[src/rtl/xst_txq_if.sv]
// ---------------------------------------------------------------------------
// xst_txq_if
//
// Host-side bundle for the xst_txq queued serial transmitter.
//
// Host -> transmitter:
//   dat_i      frame bit image (start/data/parity/stop already packed)
//   bits_i     number of bit cells to send from dat_i
//   txreg_we_i push request, one frame per asserted cycle
//   txbaud_i   bit cell length minus one, in clocks
// Transmitter -> host:
//   txd_o      serial output line
//   idle_o     shifter and queue both empty
//   brg_o      current baud down-counter
//   full_o     queue holds DEPTH frames
//   level_o    frames waiting in the queue (not counting the one shifting)
//   ovr_o      one-cycle pulse when a push was dropped on a full queue
//
// master: the host (or a testbench); slave: the transmitter.
// ---------------------------------------------------------------------------
interface xst_txq_if #(
  parameter int SR_WIDTH  = 64,
  parameter int BITS_W    = 7,
  parameter int BRG_WIDTH = 16,
  parameter int DEPTH     = 4
);
  localparam int LEVEL_W = $clog2(DEPTH + 1);

  logic [SR_WIDTH-1:0]  dat_i;
  logic [BITS_W-1:0]    bits_i;
  logic                 txreg_we_i;
  logic [BRG_WIDTH-1:0] txbaud_i;

  logic                 txd_o;
  logic                 idle_o;
  logic [BRG_WIDTH-1:0] brg_o;
  logic                 full_o;
  logic [LEVEL_W-1:0]   level_o;
  logic                 ovr_o;

  modport master (
    output dat_i, bits_i, txreg_we_i, txbaud_i,
    input  txd_o, idle_o, brg_o, full_o, level_o, ovr_o
  );

  modport slave (
    input  dat_i, bits_i, txreg_we_i, txbaud_i,
    output txd_o, idle_o, brg_o, full_o, level_o, ovr_o
  );
endinterface

[src/rtl/xst_txq.sv]
// ---------------------------------------------------------------------------
// xst_txq
//
// Queued serial transmitter. The host posts pre-formatted frame images
// together with a bit count; frames are shifted out on txd_o one bit cell
// at a time, each cell lasting txbaud_i+1 clocks. A DEPTH-entry queue lets
// several frames be posted back-to-back; a new frame starts on the very
// edge that ends the previous one, so there is no gap on the line.
//
// Ports:
//   clk_i    sole clock, rising edge
//   reset_i  synchronous, active-high reset
//   bus      xst_txq_if slave modport (host data/control in, status out)
//
// Parameters:
//   SR_WIDTH  frame image / shift register width (>= 2)
//   BITS_W    width of the bit count, must be able to hold SR_WIDTH
//   BRG_WIDTH baud counter width
//   DEPTH     queue entries (power of two, >= 2)
//   LSB_FIRST 1: bit 0 leaves first; 0: bit SR_WIDTH-1 leaves first
// ---------------------------------------------------------------------------
module xst_txq #(
  parameter int SR_WIDTH  = 64,
  parameter int BITS_W    = 7,
  parameter int BRG_WIDTH = 16,
  parameter int DEPTH     = 4,
  parameter bit LSB_FIRST = 1'b1
) (
  input logic     clk_i,
  input logic     reset_i,
  xst_txq_if.slave bus
);

  localparam int PTR_W   = $clog2(DEPTH);
  localparam int LEVEL_W = $clog2(DEPTH + 1);

  localparam logic [BITS_W-1:0]  MAX_BITS   = BITS_W'(SR_WIDTH);
  localparam logic [BITS_W-1:0]  ONE_BIT    = BITS_W'(1);
  localparam logic [LEVEL_W-1:0] FULL_LEVEL = LEVEL_W'(DEPTH);
  localparam logic [LEVEL_W-1:0] ONE_LEVEL  = LEVEL_W'(1);
  localparam logic [PTR_W-1:0]   ONE_PTR    = PTR_W'(1);
  localparam logic [BRG_WIDTH-1:0] ONE_BRG  = BRG_WIDTH'(1);

  typedef enum logic {
    ST_IDLE  = 1'b0,
    ST_SHIFT = 1'b1
  } state_t;

  state_t state;
  state_t state_next;

  // Shifter, baud counter and remaining-bit counter of the frame on the wire.
  logic [SR_WIDTH-1:0]  shreg;
  logic [BRG_WIDTH-1:0] brg;
  logic [BITS_W-1:0]    bitcnt;

  // Frame queue storage and bookkeeping.
  logic [SR_WIDTH-1:0] q_dat  [DEPTH];
  logic [BITS_W-1:0]   q_bits [DEPTH];
  logic [PTR_W-1:0]    head;
  logic [PTR_W-1:0]    tail;
  logic [LEVEL_W-1:0]  level;
  logic                ovr;

  logic                push_req;
  logic [BITS_W-1:0]   push_bits;
  logic                q_empty;
  logic                q_full;

  logic                bit_end;
  logic                frame_end;
  logic                do_pop;
  logic                do_bypass;
  logic                do_write;
  logic                do_drop;
  logic                load;
  logic [SR_WIDTH-1:0] load_dat;
  logic [BITS_W-1:0]   load_bits;

  assign q_empty = (level == '0);
  assign q_full  = (level == FULL_LEVEL);

  // Push qualification: oversize counts are clamped to the register width,
  // and a zero-length frame is not a push at all (no entry, no overflow).
  always_comb begin
    push_bits = bus.bits_i;
    if (bus.bits_i > MAX_BITS) begin
      push_bits = MAX_BITS;
    end
    push_req = bus.txreg_we_i && (bus.bits_i != '0);
  end

  // State register.
  always_ff @(posedge clk_i) begin
    if (reset_i) begin
      state <= ST_IDLE;
    end else begin
      state <= state_next;
    end
  end

  // Next-state and transfer decisions. A frame ends on the edge where the
  // last bit cell's counter is zero; the queue head takes priority over a
  // fresh push so frames leave in posting order.
  always_comb begin
    state_next = state;
    bit_end    = 1'b0;
    frame_end  = 1'b0;
    do_pop     = 1'b0;
    do_bypass  = 1'b0;
    case (state)
      ST_IDLE: begin
        if (!q_empty) begin
          do_pop     = 1'b1;
          state_next = ST_SHIFT;
        end else if (push_req) begin
          do_bypass  = 1'b1;
          state_next = ST_SHIFT;
        end
      end
      ST_SHIFT: begin
        bit_end   = (brg == '0);
        frame_end = bit_end && (bitcnt == ONE_BIT);
        if (frame_end) begin
          if (!q_empty) begin
            do_pop = 1'b1;
          end else if (push_req) begin
            do_bypass = 1'b1;
          end else begin
            state_next = ST_IDLE;
          end
        end
      end
      default: begin
        state_next = ST_IDLE;
      end
    endcase
  end

  // A push that is not loaded straight into the shifter goes to the queue.
  // A simultaneous pop frees a slot, so a full queue still accepts it.
  always_comb begin
    do_write  = push_req && !do_bypass && (!q_full || do_pop);
    do_drop   = push_req && !do_bypass && q_full && !do_pop;
    load      = do_pop || do_bypass;
    load_dat  = bus.dat_i;
    load_bits = push_bits;
    if (do_pop) begin
      load_dat  = q_dat[head];
      load_bits = q_bits[head];
    end
  end

  // Shifter datapath. Loading a frame restarts the baud counter from
  // txbaud_i; at each bit end the register moves toward the output end,
  // back-filling with idle-level ones, and the baud value is re-sampled.
  always_ff @(posedge clk_i) begin
    if (reset_i) begin
      shreg  <= '0;
      brg    <= '0;
      bitcnt <= '0;
    end else if (load) begin
      shreg  <= load_dat;
      bitcnt <= load_bits;
      brg    <= bus.txbaud_i;
    end else if (state == ST_SHIFT) begin
      if (!bit_end) begin
        brg <= brg - ONE_BRG;
      end else if (frame_end) begin
        shreg  <= '0;
        brg    <= '0;
        bitcnt <= '0;
      end else begin
        if (LSB_FIRST) begin
          shreg <= {1'b1, shreg[SR_WIDTH-1:1]};
        end else begin
          shreg <= {shreg[SR_WIDTH-2:0], 1'b1};
        end
        bitcnt <= bitcnt - ONE_BIT;
        brg    <= bus.txbaud_i;
      end
    end
  end

  // Queue storage. Contents need no reset: the level counter decides
  // which entries are meaningful.
  always_ff @(posedge clk_i) begin
    if (do_write) begin
      q_dat[tail]  <= bus.dat_i;
      q_bits[tail] <= push_bits;
    end
  end

  // Queue pointers, occupancy and the overflow pulse. Pointers wrap
  // naturally because DEPTH is a power of two.
  always_ff @(posedge clk_i) begin
    if (reset_i) begin
      head  <= '0;
      tail  <= '0;
      level <= '0;
      ovr   <= 1'b0;
    end else begin
      ovr <= do_drop;
      if (do_write) begin
        tail <= tail + ONE_PTR;
      end
      if (do_pop) begin
        head <= head + ONE_PTR;
      end
      case ({do_write, do_pop})
        2'b10:   level <= level + ONE_LEVEL;
        2'b01:   level <= level - ONE_LEVEL;
        default: level <= level;
      endcase
    end
  end

  // Line and status outputs. The line rests high whenever nothing shifts.
  always_comb begin
    bus.txd_o = 1'b1;
    if (state == ST_SHIFT) begin
      bus.txd_o = LSB_FIRST ? shreg[0] : shreg[SR_WIDTH-1];
    end
    bus.brg_o   = brg;
    bus.idle_o  = (state == ST_IDLE) && q_empty;
    bus.full_o  = q_full;
    bus.level_o = level;
    bus.ovr_o   = ovr;
  end

endmodule

[src/flat_wrapper.sv]
// flat-port wrapper written by rule: the top's interface ports become plain ports
module xst_txq_flat 
#(
  parameter int SR_WIDTH  = 64,
  parameter int BITS_W    = 7,
  parameter int BRG_WIDTH = 16,
  parameter int DEPTH     = 4,
  parameter bit LSB_FIRST = 1'b1
)
  (clk_i, reset_i, bus_dat_i, bus_bits_i, bus_txreg_we_i, bus_txbaud_i, bus_txd_o, bus_idle_o, bus_brg_o, bus_full_o, bus_level_o, bus_ovr_o);
  xst_txq_if #(.SR_WIDTH(SR_WIDTH), .BITS_W(BITS_W), .BRG_WIDTH(BRG_WIDTH), .DEPTH(DEPTH)) bus_i ();
  input logic clk_i;
  input logic reset_i;
  input wire logic [$bits(bus_i.dat_i)-1:0] bus_dat_i;
  input wire logic [$bits(bus_i.bits_i)-1:0] bus_bits_i;
  input wire logic [$bits(bus_i.txreg_we_i)-1:0] bus_txreg_we_i;
  input wire logic [$bits(bus_i.txbaud_i)-1:0] bus_txbaud_i;
  output wire logic [$bits(bus_i.txd_o)-1:0] bus_txd_o;
  output wire logic [$bits(bus_i.idle_o)-1:0] bus_idle_o;
  output wire logic [$bits(bus_i.brg_o)-1:0] bus_brg_o;
  output wire logic [$bits(bus_i.full_o)-1:0] bus_full_o;
  output wire logic [$bits(bus_i.level_o)-1:0] bus_level_o;
  output wire logic [$bits(bus_i.ovr_o)-1:0] bus_ovr_o;
  assign bus_i.dat_i = bus_dat_i;
  assign bus_i.bits_i = bus_bits_i;
  assign bus_i.txreg_we_i = bus_txreg_we_i;
  assign bus_i.txbaud_i = bus_txbaud_i;
  assign bus_txd_o = bus_i.txd_o;
  assign bus_idle_o = bus_i.idle_o;
  assign bus_brg_o = bus_i.brg_o;
  assign bus_full_o = bus_i.full_o;
  assign bus_level_o = bus_i.level_o;
  assign bus_ovr_o = bus_i.ovr_o;
  xst_txq #(.SR_WIDTH(SR_WIDTH), .BITS_W(BITS_W), .BRG_WIDTH(BRG_WIDTH), .DEPTH(DEPTH), .LSB_FIRST(LSB_FIRST)) u_core (.clk_i(clk_i), .reset_i(reset_i), .bus(bus_i));
endmodule
[config.mk]
export PLATFORM = sky130hd
export DESIGN_NAME = xst_txq_flat
export DESIGN_NICKNAME = d
export VERILOG_FILES = /design/src/rtl/xst_txq_if.sv /design/src/rtl/xst_txq.sv /design/src/flat_wrapper.sv
export SDC_FILE = /design/constraint.sdc
export NUM_CORES = 1
export LEC_CHECK = 0
export BUFFER_PORTS_ARGS = -buffer_cell sky130_fd_sc_hd__buf_2
export CAP_MARGIN = 15
export CELL_PAD_IN_SITES_DETAIL_PLACEMENT = 1
export CELL_PAD_IN_SITES_GLOBAL_PLACEMENT = 2
export CORE_ASPECT_RATIO = 0.75
export CORE_MARGIN = 4
export CORE_UTILIZATION = 44
export DETAILED_ROUTE_END_ITERATION = 10
export MAX_ROUTING_LAYER = met4
export PLACE_DENSITY = 0.9
export SLEW_MARGIN = 20
export SYNTH_ARGS = -nofsm -noshare
export SYNTH_HDL_FRONTEND = slang
export SYNTH_SLANG_ARGS = --single-unit
[constraint.sdc]
create_clock -name clk_i -period 4.5 [get_ports clk_i]
set_clock_uncertainty 0.1 [all_clocks]
set_input_delay 0.45 -clock clk_i [delete_from_list [all_inputs] [get_ports clk_i]]
set_output_delay 0.45 -clock clk_i [all_outputs]
set_load 0.05 [all_outputs]
==> results.py, run 1 <==
metrics = {
    "critical_path": {
        "critPathMaxFanout": 7,
        "r2r_setup_slack_ns": 0.96,
        "arrival_ns": 3.90,
        "max_stage_delay_ns": 0.56,
        "crit_start": "u_core.bitcnt[2]",
        "cp-end-kind": "flop",
        "critPathKind": "flop to flop",
        "worst_r2r_endpoint": "u_core.bus.level_o[2]",
        "slowest_stage": "or4_1",
        "reg2reg_from": "u_core.bitcnt[2]",
        "critPathCapture": "u_core.bus.level_o[2]",
        "reg2reg_depth": 10,
        "startpoint_type": "flop",
        "crit_chain": "or4_1, nor2_1, a21oi_1, nor2_1, ha_1, inv_1, fa_1, xor2_1, or3_1, a21oi_1",
        "critPathRequiredTime_ns": 4.85,
    },
    "logic_synthesis": {
        "synth_ff_type": "edfxtp_1",
        "netlist_area_um2": 15730,
        "yosys_warnings": 0,
        "synth_edf_count": 284,
        "seq_area_frac_synth_pct": 66.70,
        "syn_nets": 1129,
        "synthArstFlopShare_pct": 0,
        "synth_cell_types": 55,
        "syn_inst": 1029,
        "syn_area_per_cell_um2": 15.28,
        "synth_seq_cells": 382,
    },
    "timing": {
        "period_minus_slack_ns": 3.545,
        "worst_pin_slew_ns": 1.107,
        "slew_viol_final": 0,
        "min_period_over_period_pct": 78.78,
        "setup_viol": 0,
        "setup_tns_ns": 0,
        "fmax_ghz": 0.2821,
        "rsz0062_at_grt": "false",
        "slew_headroom_pct": 26.17,
        "hold_viol": 0,
    },
    "layout": {
        "fin_area_um2": 17920,
        "fin_cells": 1610,
        "drive_gt1_share_pct": 25.69,
        "n_fill_cell": 3386,
        "mostFrequentLayoutCells": "edfxtp_1, buf_2, nor2_1, dfxtp_1, nor3_1",
        "area_delta_synth_final_pct": 13.92,
        "final_net_count": 1224,
        "final_common_cell": "edfxtp_1",
    },
    "cts": {
        "cts_buffers": 37,
        "cts_max_level": 2,
        "clk_latency_ns": 0.53,
        "cts_sinks": 382,
        "clk_pin_slew_ns": 0.06,
        "post_cts.resized_instances": 0,
        "clockBufferDepth": 3,
        "root_buffer": "clkbuf_16",
        "postCtsSetupRepairBufs": 0,
        "cts_hold_buf": 0,
        "cts_tree": "yes",
    },
    "drt": {
        "wl_per_cell_um": 25.50,
        "drc": 0,
        "ant_nets": 0,
        "vias": 9890,
        "drt_iter0_drc": 866,
        "drt_first_pass_iters": 5,
        "drt-total-wl_mm": 41.05,
        "via_per_inst": 6.143,
    },
    "floorplanning": {
        "core_area_um2": 34990,
        "num_io_pins": 113,
        "die_y_um": 171.7,
        "num_rows": 59,
        "die_w_um": 226.3,
        "start_util_pct": 44.94,
        "fp.dieArea_um2": 38860,
    },
    "global_routing": {
        "overflow": 0,
        "grt_pass1_vias": 10640,
        "antenna_found_initial": 3,
        "grt_usage_pct": 22.01,
        "grt_pass1_wl_mm": 64.21,
        "grt_max_degree": 78,
    },
    "placed_design": {
        "dpl_cell_area_um2": 16800,
        "gp_congestion": 0.7946,
        "hpwl_mm": 25.01,
        "io_buffers": 112,
        "place_inst": 1542,
    },
    "job": {
        "cap_violations": 0,
    },
    "power_and_ir_drop": {
        "swShare_pct": 35.53,
        "clkPwrFrac_pct": 24.3,
        "switchingPower_uw": 4272,
        "intPower_uw": 7750,
        "p_seq_share_pct": 40.9,
        "powerDensity_nw_per_um2": 671.0,
        "ir_drop_mv": 0.4615,
        "p_comb_share_pct": 34.8,
        "leakage_uw": 0.006088,
    },
    "outcome": {
        "status": "complete, no violations",
    },
    "worst_hold_path": {
        "min_delay_path_depth": 3,
        "hold_path.class": "input port to flop",
    },
}
## stage by stage
stage          total power (uW)  setup slack [ns]  hold WS [ns]  util (%)
3_5_place_dp               9138            0.9983        0.3846     48.02
5_1_grt                   12700            0.6876       0.03344     51.20
3_3_place_gp               8938             1.004        0.3789     48.02
4_1_cts                   12100            0.9817       0.02845     51.19
6_report                  12020            0.9551       0.04155     51.20
2_1_floorplan              7954            0.3026        0.3635         -
## power groups by stage
| stage | combinational (uW) | clock, uW | sequential, uW |
|---|---|---|---|
| 6_report | 4190 | 2920 | 4920 |
| 5_1_grt | 4570 | 3150 | 4980 |
| 4_1_cts | 4210 | 2970 | 4910 |
| 3_5_place_dp | 4170 | 0 | 4970 |
| 3_3_place_gp | 4020 | 0 | 4920 |
| 2_1_floorplan | 2930 | 0 | 5020 |
## critical path: cells and delay by family, from the launching register on
| kind | cells | cell delay [ns] |
|---|---|---|
| xor gates and xnor gates | 1 | 0.16 |
| DFF | 1 | 0.36 |
| adders and majority gates | 2 | 0.62 |
| AOI/OAI and AO/OA | 2 | 0.50 |
| buffers and inverters | 1 | 0.07 |
| and+or+nand+nor | 4 | 1.65 |
## cell families after synthesis
| family | Yosys count | share of synthesized area [%] |
|---|---|---|
| muxes | 74 | 10.36 |
| AOI/OAI and AO/OA | 206 | 11.26 |
| and+or+nand+nor | 260 | 7.916 |
| DFF | 382 | 66.70 |
| adders and majority gates | 10 | 0.8434 |
| xor gates and xnor gates | 7 | 0.3899 |
| buffers and inverters | 90 | 2.530 |
## registers in the layout (all words and copies together), names as in the netlist, named ones only
| name | count |
|---|---|
| u_core.q_dat | 256 |
| u_core.tail | 2 |
| u_core.shreg | 64 |
| u_core.head | 2 |
| u_core.q_bits | 28 |
| u_core.state | 1 |
| u_core.bus.ovr_o | 1 |
| u_core.bus.level_o | 3 |
| u_core.bitcnt | 7 |
| u_core.bus.brg_o | 16 |
## layout make-up
type | instances | area, um2 | area share (%)
Inverter | 14 | 52.55 | 0.2933
Tap cell | 457 | 571.8 | 3.192
Multi-Input combinational cell | 557 | 4893 | 27.31
Timing Repair Buffer | 132 | 788.3 | 4.400
Clock buffer | 53 | 1037 | 5.789
Clock inverter | 14 | 75.07 | 0.4190
Sequential cell | 382 | 10500 | 58.58
Antenna cell | 1 | 2.502 | 0.01397
## synth_stat cells, drive strengths merged, types with 6 or more instances
| library cell | count | area [um2] |
|---|---|---|
| clkbuf | 53 | 198.9 |
| nor2 | 101 | 389.1 |
| o21ai | 22 | 113.9 |
| dfxtp | 98 | 1962 |
| nand3 | 12 | 60.06 |
| nor4 | 9 | 68.81 |
| a31oi | 6 | 37.54 |
| nor2b | 10 | 62.56 |
| a22o | 64 | 560.5 |
| buf | 23 | 146.4 |
| a21oi | 20 | 103.9 |
| mux4 | 71 | 1599 |
| edfxtp | 284 | 8528 |
| inv | 14 | 52.55 |
| a221oi | 66 | 703.2 |
| a211oi | 9 | 72.57 |
| nor3 | 75 | 375.4 |
| ha | 9 | 112.6 |
| nand2 | 27 | 101.4 |
## worst min path at each step
stage,start,endpoint,slack (ns)
2_1_floorplan,u_core.shreg[0],u_core.shreg[0],0.36
3_3_place_gp,u_core.shreg[38],u_core.shreg[38],0.38
3_5_place_dp,u_core.shreg[46],u_core.shreg[46],0.38
4_1_cts,bus_dat_i[2],u_core.q_dat[1][2],0.03
5_1_grt,bus_txbaud_i[10],u_core.bus.brg_o[10],0.03
6_report,bus_txbaud_i[11],u_core.bus.brg_o[11],0.04
## metal layers
metal | global-route usage, % | wire (um) | up-vias
met5 | - | 0 | -
met4 | 4.392 | 531 | 0
met3 | 3.532 | 2562 | 44
met2 | 35.37 | 19870 | 342
met1 | 30.30 | 18090 | 5188
li1 | - | - | 4316
Note: power is estimated with default switching activity, not from simulation.
==> inputs of run 2 (changes only) <==
--- a/config.mk
+++ b/config.mk
@@ -5,16 +5,17 @@
 export SDC_FILE = /design/constraint.sdc
 export NUM_CORES = 1
 export LEC_CHECK = 0
+export ABC_AREA = 1
 export BUFFER_PORTS_ARGS = -buffer_cell sky130_fd_sc_hd__buf_2
 export CAP_MARGIN = 15
 export CELL_PAD_IN_SITES_DETAIL_PLACEMENT = 1
 export CELL_PAD_IN_SITES_GLOBAL_PLACEMENT = 2
 export CORE_ASPECT_RATIO = 0.75
 export CORE_MARGIN = 4
-export CORE_UTILIZATION = 44
+export CORE_UTILIZATION = 35
 export DETAILED_ROUTE_END_ITERATION = 10
 export MAX_ROUTING_LAYER = met4
-export PLACE_DENSITY = 0.9
+export PLACE_DENSITY = 0.86
 export SLEW_MARGIN = 20
 export SYNTH_ARGS = -nofsm -noshare
 export SYNTH_HDL_FRONTEND = slang
==> constraint.sdc (replaced) <==
create_clock -name clk_i -period 3.15 [get_ports clk_i]
set_clock_uncertainty 0.1 [all_clocks]
set_input_delay 0.315 -clock clk_i [delete_from_list [all_inputs] [get_ports clk_i]]
set_output_delay 0.315 -clock clk_i [all_outputs]
set_load 0.05 [all_outputs]
==> results.py, run 2 <==
metrics = {
    "cts": {
        "cts_max_level": 2,
        "post_cts.resized_instances": 0,
        "clockBufferDepth": 3,
        "clk_latency_ns": 0.54,
        "cts_buffers": 40,
        "cts_tree": "yes",
        "clk_pin_slew_ns": 0.06,
        "root_buffer": "clkbuf_16",
        "cts_sinks": 382,
    },
    "critical_path": {
        "slowest_stage": "fa_1",
        "cp-end-kind": "flop",
        "startpoint_type": "flop",
        "crit_chain": "inv_1, ha_1, nand3_1, nor2_4, nand3_2, nand2_4, a21oi_1, nand2_4, ha_1, inv_1, fa_1, a21oi_1, o21ai_0, o21ai_0, a21oi_1",
        "worst_r2r_endpoint": "u_core.bus.level_o[2]",
        "r2r_setup_slack_ns": 0.49,
        "cp_common_cell": "a21oi_1",
        "critPathRequiredTime_ns": 3.47,
        "max_stage_delay_ns": 0.37,
        "arrival_ns": 2.98,
        "reg2reg_from": "u_core.bitcnt[1]",
        "critPathMaxFanout": 7,
        "reg2reg_depth": 15,
        "critPathKind": "flop to flop",
    },
    "global_routing": {
        "antenna_found_initial": 0,
        "grt_pass1_vias": 13290,
        "grt_usage_pct": 19.10,
        "grt_max_degree": 91,
        "grt_pass1_wl_mm": 75.53,
        "overflow": 0,
    },
    "power_and_ir_drop": {
        "leakage_uw": 0.007392,
        "total_power_uw": 18420,
        "intPower_uw": 11080,
        "clkPwrFrac_pct": 24.5,
        "p_seq_share_pct": 37.8,
        "p_comb_share_pct": 37.7,
        "switchingPower_uw": 7343,
        "powerDensity_nw_per_um2": 931.9,
        "swShare_pct": 39.86,
        "ir_drop_mv": 0.4502,
    },
    "layout": {
        "area_delta_synth_final_pct": 19.38,
        "final_net_count": 1940,
        "largest_register_ffs": 256,
        "n_antenna_cell": 0,
        "n_fill_cell": 5216,
        "reg.largest.list": "u_core.q_dat (256), u_core.shreg (64), u_core.q_bits (28)",
        "top_register": "u_core.q_dat",
        "drive_gt1_share_pct": 13.22,
        "final_common_cell": "nor2_1",
        "mostFrequentLayoutCells": "nor2_1, edfxtp_1, o21ai_0, nand2_1, buf_2",
    },
    "floorplanning": {
        "num_rows": 68,
        "num_io_pins": 113,
        "die_w_um": 259.2,
        "start_util_pct": 35.71,
        "die_y_um": 196.4,
        "fp.dieArea_um2": 50890,
        "core_area_um2": 46370,
    },
    "logic_synthesis": {
        "yosysTopAreaCell": "edfxtp_1",
        "syn_inst": 1698,
        "yosys_warnings": 0,
        "seq_area_frac_synth_pct": 63.35,
        "synth_cell_types": 33,
        "synth_ff_type": "edfxtp_1",
        "syn_area_per_cell_um2": 9.752,
        "synth_edf_count": 284,
        "syn_nets": 1798,
        "synth_top_area_share_pct": 51.50,
        "synth_area_leaders": "edfxtp_1, dfxtp_1, nor2_1",
        "yosysMostFrequentCell": "nor2_1",
        "synthArstFlopShare_pct": 0,
        "netlist_area_um2": 16560,
        "synth_seq_cells": 382,
        "ys_top_cells_by_count": "nor2_1, edfxtp_1, o21ai_0, nand2_1, dfxtp_1",
    },
    "job": {
        "cap_violations": 0,
    },
    "drt": {
        "drc": 0,
        "ant_nets": 0,
        "drt_iter0_drc": 1138,
        "wl_per_cell_um": 19.00,
        "drt-total-wl_mm": 47.48,
        "drt_first_pass_iters": 6,
        "vias": 12770,
        "via_per_inst": 5.110,
    },
    "placed_design": {
        "gp_congestion": 0.8053,
        "io_buffers": 112,
        "place_ws_ns": 0.4878,
        "hpwl_mm": 28.07,
    },
    "worst_hold_path": {
        "hold_path.class": "input port to flop",
        "min_to": "u_core.bus.brg_o[6]",
        "hold_path_startpoint": "bus_txbaud_i[6]",
        "min_delay_path_depth": 5,
    },
    "timing": {
        "min_period_over_period_pct": 84.51,
        "period_minus_slack_ns": 2.662,
        "setup_viol": 0,
        "slew_viol_final": 0,
        "slew_headroom_pct": 31.40,
        "setup_tns_ns": 0,
        "fmax_ghz": 0.3756,
        "worst_pin_slew_ns": 1.029,
        "timing.final.ws_setup_ns": 0.4879,
        "rsz0062_at_grt": "false",
        "hold_viol": 0,
    },
    "outcome": {
        "status": "complete, no violations",
    },
}
-- run 2: cell count changes in the layout (fill, tap and decap cells not counted), moves of 68 or more --
cell,previous run,this run
nand2_1,27,204
mux4_2,71,0
o21ai_0,20,234
nor2_1,98,444
nor3_1,74,1
dlygate4sd3_1,0,68
-- run 2: per-layer routing --
metal  track usage, %  wire, um
met3            2.775      2100
met4            3.196       633
met2            30.40     21800
met5                -         0
met1            26.71     22950
-- run 2: logic make-up (layout without fill, tap and decap cells) --
kind of cell / count (synthesis) / count (layout) / synth area share, %
AOI/OAI and AO/OA: 405 / 405 / 13.50
buffers and inverters: 176 / 347 / 4.760
DFF: 382 / 382 / 63.35
adders and majority gates: 10 / 10 / 0.8010
and+or+nand+nor: 710 / 710 / 16.80
xor gates and xnor gates: 15 / 15 / 0.7934
-- run 2: power by group through the flow --
| stage | registers, uW | clock network (uW) | logic (uW) |
|---|---|---|---|
| final | 6970 | 4510 | 6950 |
| after global routing | 7070 | 4850 | 7840 |
| after global placement | 7000 | 0 | 6740 |
| after CTS | 6960 | 4620 | 7020 |
| after floorplan | 7290 | 0 | 4570 |
| after detailed placement | 7060 | 0 | 6910 |
-- run 2: how the worst max path moves through the flow --
stage / start / slack (ns) / to / depth (start not counted)
after CTS: u_core.bitcnt[1] / 0.46 / u_core.bus.level_o[2] / 15
after global placement: u_core.bus.brg_o[0] / 0.43 / u_core.bus.level_o[2] / 15
after floorplan: u_core.bus.brg_o[0] / 0.01 / u_core.q_bits[0][0] / 9
final: u_core.bitcnt[1] / 0.49 / u_core.bus.level_o[2] / 15
after detailed placement: u_core.bitcnt[1] / 0.49 / u_core.bus.level_o[2] / 15
after global routing: u_core.bitcnt[1] / 0.20 / u_core.bus.level_o[2] / 15
-- run 2: repair_timing --
item	CTS	global route
setup buffers	0	0
hold buffers	68	0
hold endpoints to repair	260	0
-- run 2: critical path, delay by kind of cell (launching register included) --
family	cells	cell delay, ns
adders and majority gates	3	0.69
and+or+nand+nor	5	0.68
AOI/OAI and AO/OA	5	0.62
DFF	1	0.32
buffers and inverters	2	0.14
-- run 2: stage by stage --
step	hold WS, ns	std cells	util [%]	cell area (um2)
after floorplan	0.2911	1698	-	16620
after global placement	0.3178	2360	38.55	17870
after detailed placement	0.3232	2360	38.55	17870
after CTS	0.002259	2499	42.63	19770
after global routing	0.03381	2499	42.63	19770
final	0.02564	2499	42.63	19770
-- run 2: final cells by class --
cell class | instances | area (um2) | share of cell area, %
inverter | 65 | 246.5 | 1.247
clock inverter | 22 | 157.7 | 0.7975
sequential | 382 | 10520 | 53.19
multi-input combinational | 1140 | 5343 | 27.03
timing repair buffer | 211 | 1662 | 8.406
tap | 630 | 788.3 | 3.988
clock buffer | 49 | 1056 | 5.342
